`src/rtl/spaceship_laser.sv`:
```
// rtl/spaceship_laser.sv - player laser: launch on fire, fly up per frame, saucer hit test, cooldown
// Optional feature macro: LASER_AUTOFIRE_EN (fire is level-sensitive while IDLE).
module spaceship_laser #(
  parameter logic [10:0] LASER_START_Y   = 11'd440,
  parameter logic [10:0] LASER_SPEED     = 11'd4,
  parameter logic [10:0] LASER_HEIGHT    = 11'd10,
  parameter logic [10:0] LASER_HALF_W    = 11'd1,
  parameter logic [7:0]  COOLDOWN_FRAMES = 8'd8,
  parameter logic [10:0] SAUCER_HALF_LEN = 11'd20,
  parameter logic [10:0] SAUCER_HALF_H   = 11'd8,
  parameter logic [10:0] SAUCER_MAX_X    = 11'd660,
  parameter logic [10:0] PARK_X          = 11'd0,
  parameter logic [10:0] PARK_Y          = 11'd480,
  parameter logic [7:0]  COLOR_LASER     = 8'b11111111
) (
  input  logic        clk,
  input  logic        rst,
  input  logic        restart,
  input  logic [1:0]  mode,
  input  logic [10:0] xCoord,
  input  logic [10:0] yCoord,
  input  logic        fire,
  input  logic [10:0] ship_xCoord,
  input  logic [10:0] saucer_xCoord,
  input  logic [10:0] saucer_yCoord,
  output logic [10:0] laser_xCoord,
  output logic [10:0] laser_yCoord,
  output logic        saucer_hit,
  output logic        is_laser,
  output logic [7:0]  rgb
);

  typedef enum logic [1:0] {IDLE, FLYING, COOLDOWN} state_t;

  state_t      state_q, state_d;
  logic [10:0] x_q, x_d, y_q, y_d;
  logic        fire_q;
  logic        fire_pending_q, fire_pending_d;
  logic        hit_q, hit_d;
  logic [7:0]  cnt_q, cnt_d;

  logic        frame_tick, clear, fire_req, hit_now;
  logic [10:0] next_y;
  logic [7:0]  cnt_next;

  assign frame_tick = (xCoord == 11'd0) && (yCoord == 11'd0);
  assign clear      = restart || (mode != 2'd2);
  assign cnt_next   = cnt_q + 8'd1;
  assign next_y     = (y_q > LASER_SPEED) ? (y_q - LASER_SPEED) : 11'd0;

`ifdef LASER_AUTOFIRE_EN
  assign fire_req = fire;
`else
  assign fire_req = fire & ~fire_q;
`endif

  // Window bounds are rearranged as additions on 12 bits so a saucer near the origin cannot wrap.
  assign hit_now = (saucer_xCoord <= SAUCER_MAX_X)
                && ({1'b0, x_q} + {1'b0, SAUCER_HALF_LEN} >= {1'b0, saucer_xCoord})
                && ({1'b0, x_q} <= {1'b0, saucer_xCoord} + {1'b0, SAUCER_HALF_LEN})
                && ({1'b0, next_y} <= {1'b0, saucer_yCoord} + {1'b0, SAUCER_HALF_H})
                && ({1'b0, next_y} + {1'b0, LASER_HEIGHT} + {1'b0, SAUCER_HALF_H}
                    >= {1'b0, saucer_yCoord});

  always_comb begin
    state_d        = state_q;
    x_d            = x_q;
    y_d            = y_q;
    fire_pending_d = fire_pending_q;
    hit_d          = 1'b0;
    cnt_d          = cnt_q;
    if (clear) begin
      state_d        = IDLE;
      x_d            = PARK_X;
      y_d            = PARK_Y;
      fire_pending_d = 1'b0;
      cnt_d          = 8'd0;
    end else begin
      case (state_q)
        IDLE: begin
          if (fire_req) fire_pending_d = 1'b1;
          if (frame_tick && fire_pending_q) begin
            state_d        = FLYING;
            x_d            = ship_xCoord;
            y_d            = LASER_START_Y;
            fire_pending_d = 1'b0;
          end
        end
        FLYING: begin
          if (frame_tick) begin
            if (hit_now || (y_q <= LASER_SPEED)) begin
              hit_d   = hit_now;
              state_d = COOLDOWN;
              x_d     = PARK_X;
              y_d     = PARK_Y;
              cnt_d   = 8'd0;
            end else begin
              y_d = next_y;
            end
          end
        end
        COOLDOWN: begin
          if (frame_tick) begin
            if (cnt_next >= COOLDOWN_FRAMES) begin
              state_d = IDLE;
              cnt_d   = 8'd0;
            end else begin
              cnt_d = cnt_next;
            end
          end
        end
        default: state_d = IDLE;
      endcase
    end
  end

  always_ff @(posedge clk) begin
    fire_q <= fire;
    if (rst) begin
      state_q        <= IDLE;
      x_q            <= PARK_X;
      y_q            <= PARK_Y;
      fire_pending_q <= 1'b0;
      hit_q          <= 1'b0;
      cnt_q          <= 8'd0;
    end else begin
      state_q        <= state_d;
      x_q            <= x_d;
      y_q            <= y_d;
      fire_pending_q <= fire_pending_d;
      hit_q          <= hit_d;
      cnt_q          <= cnt_d;
    end
  end

  assign laser_xCoord = x_q;
  assign laser_yCoord = y_q;
  assign saucer_hit   = hit_q;

  assign is_laser = (state_q == FLYING)
                 && ({1'b0, xCoord} + {1'b0, LASER_HALF_W} >= {1'b0, x_q})
                 && ({1'b0, xCoord} <= {1'b0, x_q} + {1'b0, LASER_HALF_W})
                 && (yCoord >= y_q)
                 && ({1'b0, yCoord} < {1'b0, y_q} + {1'b0, LASER_HEIGHT});
  assign rgb = is_laser ? COLOR_LASER : 8'h00;

endmodule

```
`config.mk`:
```
export PLATFORM = sky130hd
export DESIGN_NAME = spaceship_laser
export DESIGN_NICKNAME = d
export VERILOG_FILES = /design/src/rtl/spaceship_laser.sv
export SDC_FILE = /design/constraint.sdc
export NUM_CORES = 1
export LEC_CHECK = 0
export CORE_MARGIN = 4
export CORE_UTILIZATION = 58
export CTS_BUF_LIST = sky130_fd_sc_hd__clkbuf_16
export DETAILED_ROUTE_END_ITERATION = 8
export PLACE_DENSITY = 0.87
export SYNTH_ARGS = -nofsm -noshare
export SYNTH_HDL_FRONTEND = slang
export SYNTH_SLANG_ARGS = --single-unit
export TNS_END_PERCENT = 30
```
`constraint.sdc`:
```
create_clock -name clk -period 6.3 [get_ports clk]
set_input_delay 0.63 -clock clk [delete_from_list [all_inputs] [get_ports clk]]
set_output_delay 0.63 -clock clk [all_outputs]
set_load 0.005 [all_outputs]
```
==> results.toml <==
[timing]
period_minus_slack_ns = 5.16
setup_viol = 0
hold_viol = 0
drv_slew = 0
worstMarginPinSlew_ns = 0.827
grt_setup_unrepaired = "false"
final.setup.tns_ns = 0
fin_hold_ws_ns = 0.499
fmax_mhz = 194
finalClockSkew_ns = 0.00667
finalCritPeriodShare_pct = 81.9
max_slew_margin_pct = 44.6

[synthesis]
synth-edff-count = 0
ys_seq_area_share_pct = 14.4
synth_area_um2 = 4860
syn_avg_cell_area_um2 = 7.91
yosysWarnings = 0
async_reset_ff_share_pct = 0
syn_nets = 773
ys.flop_type = "dfxtp_1"
synthCells = 614
synth_cell_types = 61
synth-seq-cells = 35

[die]
dieArea_um2 = 9900
die_h_um = 99.5
start_util_pct = 59.4
ios = 93
die_w_um = 99.5
fp.coreArea_um2 = 8180
num_rows = 33

[cts]
cts_sinks = 35
cts_tree = "done"
clock_latency_ns = 0.28
cts_buffers = 5
ctsResizeCount = 0
root_buffer = "clkbuf_16"
cts_max_level = 2
cts_buffer_depth = 2
cts.clk_slew.worst_paths_ns = 0.06
post_cts_buffers = 0
cts_hold_buf = 0

[run]
cap_violations = 0

[drt]
vias = 4877
drtIter0Drc = 381
wire_per_inst_um = 17.3
routed_wl_mm = 13.8
drt_first_pass_iters = 5
avgViaCountPerCell = 6.12
detail-route-antenna-nets = 0
drcViolationCount = 0

[setup_path]
worstSetupStartpoint = "laser_xCoord[2]"
r2r_end = "cnt_q[4]"
crit_path_max_fanout = 9
r2r_start = "laser_yCoord[3]"
r2r_slack_ns = 1.46
critPathCapture = "rgb[5]"
start_kind = "register"
path_class = "register to output pin"
required_ns = 5.67
crit_arrival_ns = 4.53
r2r_cells = 19
endpoint_kind = "output pin"

[grt]
track_usage_pct = 27.8
overflow = 0
antenna_found_initial = 0
grt_pass1_vias = 4844
grt_first_pass_wirelength_mm = 22.9
grt_max_degree = 16

[finish]
drive_above_1_share_pct = 2.75
final_nets = 850
n_antenna_cell = 0
final_cells = 797
syn2layout_area_growth_pct = 23.0
fin_util_pct = 73.1

[power]
cellPowerDensity_nw_per_um2 = 116
power.leakage_nw = 2.48
p_total_mw = 0.692
vdd.ir_drop.worst_mv = 0.109

[outcome]
status = "finished, final reports clean"

[hold_path]
hold_class = "register to register"

[placement]
dp.cells = 789
gp_congestion = 0.976
io_buffers = 92
dp_hpwl_mm = 11.2
==> report_power, final <==
part	switching [mW]	internal [mW]
registers	0.000164	0.222
logic	0.0689	0.0763
clock network	0.0983	0.227
==> through the flow <==
stage	setup WS (ns)	cell area [µm²]
final	1.14	5970
after global routing	0.742	5970
after global placement	1.72	5780
after detailed placement	1.48	5780
after floorplan	2.26	4860
after CTS	1.10	5970
==> logic make-up (layout without fill, tap and decap cells) <==
logic type | Yosys count | after routing | synth area share [%]
and+or+nand+nor | 193 | 193 | 20.8
adders and majority gates | 98 | 98 | 25.3
buffers and inverters | 80 | 158 | 7.16
AOI/OAI and AO/OA | 142 | 142 | 20.4
xor gates and xnor gates | 63 | 63 | 11.4
DFF | 35 | 35 | 14.4
muxes | 3 | 3 | 0.644
==> Yosys cell counts (6+ instances only) <==
cell type / instances / area share (%)
nand2b_1: 8 / 1.0
nand4_1: 17 / 2.2
xnor2_1: 57 / 10
nand2_1: 35 / 2.7
a31oi_1: 10 / 1.3
nor2_1: 42 / 3.2
a21o_1: 11 / 1.7
dfxtp_1: 35 / 14
a22o_1: 10 / 1.8
and3_1: 7 / 0.90
nor4_1: 8 / 1.0
a21oi_1: 30 / 3.1
a211oi_1: 10 / 1.5
nor3_1: 17 / 1.8
and2_1: 9 / 1.2
xor2_1: 6 / 1.1
clkbuf_1: 11 / 0.85
nand3_1: 22 / 2.3
a211o_1: 7 / 1.3
ha_1: 98 / 25
inv_1: 57 / 4.4
buf_4: 8 / 1.2
o21ai_0: 27 / 2.8
or3_1: 7 / 0.90
==> worst min path at each step <==
stage	startpoint	to	slack, ns	cells after the start
floorplan	cnt_q[7]	cnt_q[7]	0.45	1
global placement	cnt_q[1]	cnt_q[1]	0.48	2
detailed placement	cnt_q[7]	cnt_q[7]	0.48	1
CTS	cnt_q[7]	cnt_q[7]	0.50	1
global route	cnt_q[7]	cnt_q[7]	0.53	1
finish	cnt_q[1]	cnt_q[1]	0.50	2
==> worst max-delay path: stages, from the launching register on <==
cell and delay (ns):
dfxtp_1 0.49, inv_1 0.13, nor4_1 0.50, nand4_1 0.20, xnor2_1 0.18, ha_1 0.31, nand3_1 0.12, or3_1 0.36
o41ai_1 0.10, o221ai_1 0.21, a221o_1 0.29, a211oi_1 0.70, clkdlybuf4s50_1 0.65
==> flip-flops by register name, indices dropped and copies added (netlist names) <==
register / cells
fire_pending_q: 1
fire_q: 1
saucer_hit: 1
cnt_q: 8
state_q: 2
laser_yCoord: 11
laser_xCoord: 11
==> cell usage in the layout, fill, tap and decap left out, drive strengths merged, types with 5 or more instances in the layout <==
cell,instances
a211o,7
a211oi,10
a21o,11
a21oi,31
a22o,10
a31oi,10
and2,9
and3,7
clkbuf,5
clkdlybuf4s50,92
dfxtp,35
ha,98
inv,57
nand2,35
nand2b,8
nand3,22
nand4,17
nor2,42
nor2b,5
nor3,18
nor4,9
o211ai,6
o21ai,27
or3,7
xnor2,57
xor2,6
==> cell type report <==
type	count	area, µm²
Sequential cell	35	701
Clock buffer	5	125
Inverter	57	214
Multi-Input combinational cell	499	3810
Tap cell	105	131
Fill cell	630	2200
Timing Repair Buffer	93	928
Clock inverter	3	67.6
==> metal layers <==
layer | part of all wire (%) | track usage [%] | wire [µm]
met1 | 45 | 37.5 | 6190
met2 | 46 | 46.7 | 6330
met5 | 0 | 0 | 0
met4 | 1.5 | 6.62 | 212
met3 | 7.5 | 4.28 | 1030
Power figures use the tool's default switching activity.
==> RTL change 1, RTL diff (same settings) <==
Build with the macro `LASER_AUTOFIRE_EN` defined.
--- a/src/rtl/spaceship_laser.sv
+++ b/src/rtl/spaceship_laser.sv
@@ -1,4 +1,6 @@
 // rtl/spaceship_laser.sv - player laser: launch on fire, fly up per frame, saucer hit test, cooldown
 // Optional feature macro: LASER_AUTOFIRE_EN (fire is level-sensitive while IDLE).
+`define LASER_AUTOFIRE_EN
+
 module spaceship_laser #(
   parameter logic [10:0] LASER_START_Y   = 11'd440,
Behaviour: not the same (Yosys sat finds a counterexample within 4 cycles, from zero or initial values).
==> RTL change 1 against the original RTL <==
Global-route usage shrank 0.49 points; sequential cell count decreased by 1; largest cell class unchanged; wire length shrank 3.3%; design area decreased by 2.3%; setup slack improved by 220 ps; area after synthesis down 2.4%; fmax increased by 4.4%; power decreased by 9.2%.
==> RTL change 1: results (changes against the original RTL) <==
* Placed insts at 773 (was 789)
* Worst-Margin Slew at 917 ps (was 827 ps)
* Global-route wire length before repair at 22300 um (was 22900 um)
* Period utilization at 78.5% (was 81.9%)
* Reg2reg setup slack at 1610 ps (was 1460 ps)
* Yosys cell types at 62 (was 61)
* Met1 Resource Use GR at 38.5% (was 37.5%)
* Non-Clock Buffer Count at 94 (was 93)
* Lkg Pwr at 2.44 nW (was 2.48 nW)
* Number of sequential cells at 34 (was 35)
* Met2 Usage GRT at 43.7% (was 46.7%)
* Post-synthesis sequential area ratio at 14.4% (about the same)
* Met2 wire len at 6000 um (was 6330 um)
* Mapped Nets at 757 (was 773)
* Number of global-route vias before repair at 4707 (was 4844)
* Cell Area, Placed at 5680 um^2 (was 5780 um^2)
* Critical Path Sink: rgb[1] (was rgb[5])
* Layout cells sized above 1 at 3.39% (was 2.75%)
* Starting DRC count in detailed routing at 504 (was 381)
* Status: complete, no violations (unchanged)
* Setup Slack @ Placement at 1400 ps (was 1480 ps)
* Synth Area in Adders at 25.9% (was 25.3%)
* First element of the critical path: laser_yCoord[4] (was laser_xCoord[2])
* Avg Inst Size Synth at 7.92 um^2 (was 7.91 um^2)
* Post-synthesis mux area share at 0% (was 0.644%)
* HPWL after detailed placement at 10900 um (was 11200 um)
* Post-layout util at 74.4% (was 73.1%)
* Row count at 32 (was 33)
* Seq/total area at 11.7% (about the same)
* Non-CTS inverters at 52 (was 57)
* Worst vdd ir at 0.0000887 V (was 0.000109 V)
* Post-Route WL at 13300 um (was 13800 um)
* M3 GR Usage at 3.07% (was 4.28%)
* Fraction of the mapped netlist area in compound gates at 19.5% (was 20.4%)
* Synth cell count leaders: ha_1, xnor2_1, inv_1, nand2_1, nor2_1 (was ha_1, inv_1, xnor2_1, nor2_1)
* CP Max Fanout at 10 (was 9)
* Fillcell total at 612 (was 630)
* R2R Path Start: laser_yCoord[2] (was laser_yCoord[3])
* CP max-delay cell: a311oi_1 (was a211oi_1)
* Non-clock buffering overhead at 16.0% (was 15.5%)
RTL change 1: cell count changes after synthesis, moves of 5 or more:
cell,unedited run,this run
a31oi_1,10,5
nand4_1,17,8
inv_1,57,50
xnor2_1,57,51
a211oi_1,10,3
RTL change 1: how the worst min path moves through the flow:
stage          cells past startpoint      from  slack [ps]       end
2_1_floorplan                      1  cnt_q[7]         460  cnt_q[7]
3_3_place_gp                       1  cnt_q[7]         480  cnt_q[7]
3_5_place_dp                       1  cnt_q[4]         490  cnt_q[4]
4_1_cts                            1  cnt_q[4]         490  cnt_q[4]
5_1_grt                            1  cnt_q[5]         520  cnt_q[5]
6_report                           1  cnt_q[4]         500  cnt_q[4]
RTL change 1: power groups by stage:
stage	sequential (mW)	clock [mW]	combinational, mW
floorplan	0.220	0	0.0727
global placement	0.220	0	0.135
detailed placement	0.220	0	0.141
CTS	0.215	0.271	0.142
global route	0.215	0.280	0.160
finish	0.215	0.270	0.143
==> RTL change 2, RTL diff (same settings) <==
Without the edit above. Register the output `rgb`; this adds one clock of latency there. The other outputs are not delayed to match.
--- a/src/rtl/spaceship_laser.sv
+++ b/src/rtl/spaceship_laser.sv
@@ -143,5 +143,7 @@
                  && (yCoord >= y_q)
                  && ({1'b0, yCoord} < {1'b0, y_q} + {1'b0, LASER_HEIGHT});
-  assign rgb = is_laser ? COLOR_LASER : 8'h00;
+  always_ff @(posedge clk) begin
+    rgb <= is_laser ? COLOR_LASER : 8'h00;
+  end
 
 endmodule
Formal check against the unedited RTL: not equivalent (Yosys sat finds a counterexample within 4 cycles, from zero or initial values).
==> RTL change 2 against the original RTL <==
Design area fell by 1.7%; setup slack improved by 59 ps; wire length rose by 2.1%; area after synthesis is 1.4% lower; global-route usage up 0.61 points; power fell by 11%; sequential cell count increased by 1.
==> RTL change 2: results (changes against the original RTL) <==
* Status: complete, no violations (unchanged)
* Final instance area at 5870 um^2 (was 5970 um^2)
* M3 GR Usage at 4.81% (was 4.28%)
* Clock skew at 9.09 ps (was 6.67 ps)
* Top sig layer: met4 (unchanged)
* First element of the critical path: xCoord[2] (was laser_xCoord[2])
* Multi-input logic area at 3740 um^2 (was 3810 um^2)
* Post-cts sizing count at 0 (unchanged)
* Starting DRC count in detailed routing at 360 (was 381)
* GRT Util Overall at 28.4% (was 27.8%)
* Worst vdd ir at 0.000109 V (about the same)
* Worst-path clk slew at 60 ps (about the same)
* Cells taking the most area after synthesis: ha_1, dfxtp_1, xnor2_1 (unchanged)
* Placed insts at 792 (was 789)
* Placer Congestion at 0.974 (was 0.976)
* Post-synthesis xor/xnor area fraction at 11.5% (was 11.4%)
* Multi-input comb cells at 505 (was 499)
* Layout cells sized above 1 at 2.01% (was 2.75%)
* CP Max Fanout at 6 (was 9)
* Fraction of the mapped netlist area in compound gates at 19.9% (was 20.4%)
* Register Area at 721 um^2 (was 701 um^2)
* Met2 wire len at 6160 um (was 6330 um)
* Cell Area, Placed at 5730 um^2 (was 5780 um^2)
* Number of global-route vias before repair at 4858 (was 4844)
* Met1 wire length at 6450 um (was 6190 um)
* Met1 Resource Use GR at 39.4% (was 37.5%)
* Setup Slack @ Placement at 1260 ps (was 1480 ps)
* Wire length on met3 at 1140 um (was 1030 um)
* Post-Route WL at 14100 um (was 13800 um)
* Largest net degree at the start of global routing at 25 (was 16)
* Pwr/cell area at 105 nW/um^2 (was 116 nW/um^2)
* Net Sw Frac at 27.5% (was 24.2%)
* Met2 Usage GRT at 45.6% (was 46.7%)
* Non-clock buffering overhead at 15.9% (was 15.5%)
* Fillcell total at 618 (was 630)
* Post-synthesis mux area share at 0.314% (was 0.644%)
* Avg Inst Size Synth at 7.75 um^2 (was 7.91 um^2)
* Deepest clock path buffer count at 2 (unchanged)
* Clock Sinks at 36 (was 35)
* Hold depth at 1 (was 2)
* Lkg Pwr at 2.41 nW (was 2.48 nW)
* Synth Area in Adders at 25.6% (was 25.3%)
* Vias/cell at 6.10 (was 6.12)
* Mapped Nets at 777 (was 773)
* Final net count at 856 (was 850)
* CP arrival at 4470 ps (was 4530 ps)
* Die area at 9770 um^2 (was 9900 um^2)
* Hold Startpoint: cnt_q[6] (was cnt_q[1])
* Non-CTS inverters at 55 (was 57)
* Global-route wire length before repair at 23100 um (was 22900 um)
* Post-synthesis sequential area ratio at 15.1% (was 14.4%)
* Slew HR at 35.8% (was 44.6%)
* Non-Clock Buffer Count at 94 (was 93)
* Yosys cell types at 56 (was 61)
* Mean routed wirelength per cell at 17.6 um (was 17.3 um)
## RTL change 2: cell types whose count changed after synthesis, moves of 4 or more
| cell | change |
|---|---|
| a22o_1 | -10 |
| nand2_1 | +10 |
| nand3_1 | +6 |
| a211o_1 | -5 |
| and3_1 | +7 |
| nand4_1 | -7 |
| a31oi_1 | -5 |
| or3_1 | -4 |
| o31ai_1 | +8 |
| and2_1 | -7 |
| a21oi_1 | +5 |
## RTL change 2: worst max-delay path, cell delays in order
cell	delay (ps)
clkdlybuf4s50_1	580
and3_1	230
nand2_1	90
nor4_1	550
xor2_1	150
ha_1	340
a21oi_1	70
nor2b_1	110
a311o_1	140
a31oi_1	60
nor4_1	280
o311ai_0	180
a211oi_1	460
clkdlybuf4s50_1	610
## RTL change 2: final timing paths
kind | endpoint | slack [ps]
setup / recovery | is_laser | 1200
setup reg to reg | laser_yCoord[7] | 1710
hold reg to reg | cnt_q[6] | 490
hold / removal | cnt_q[6] | 490
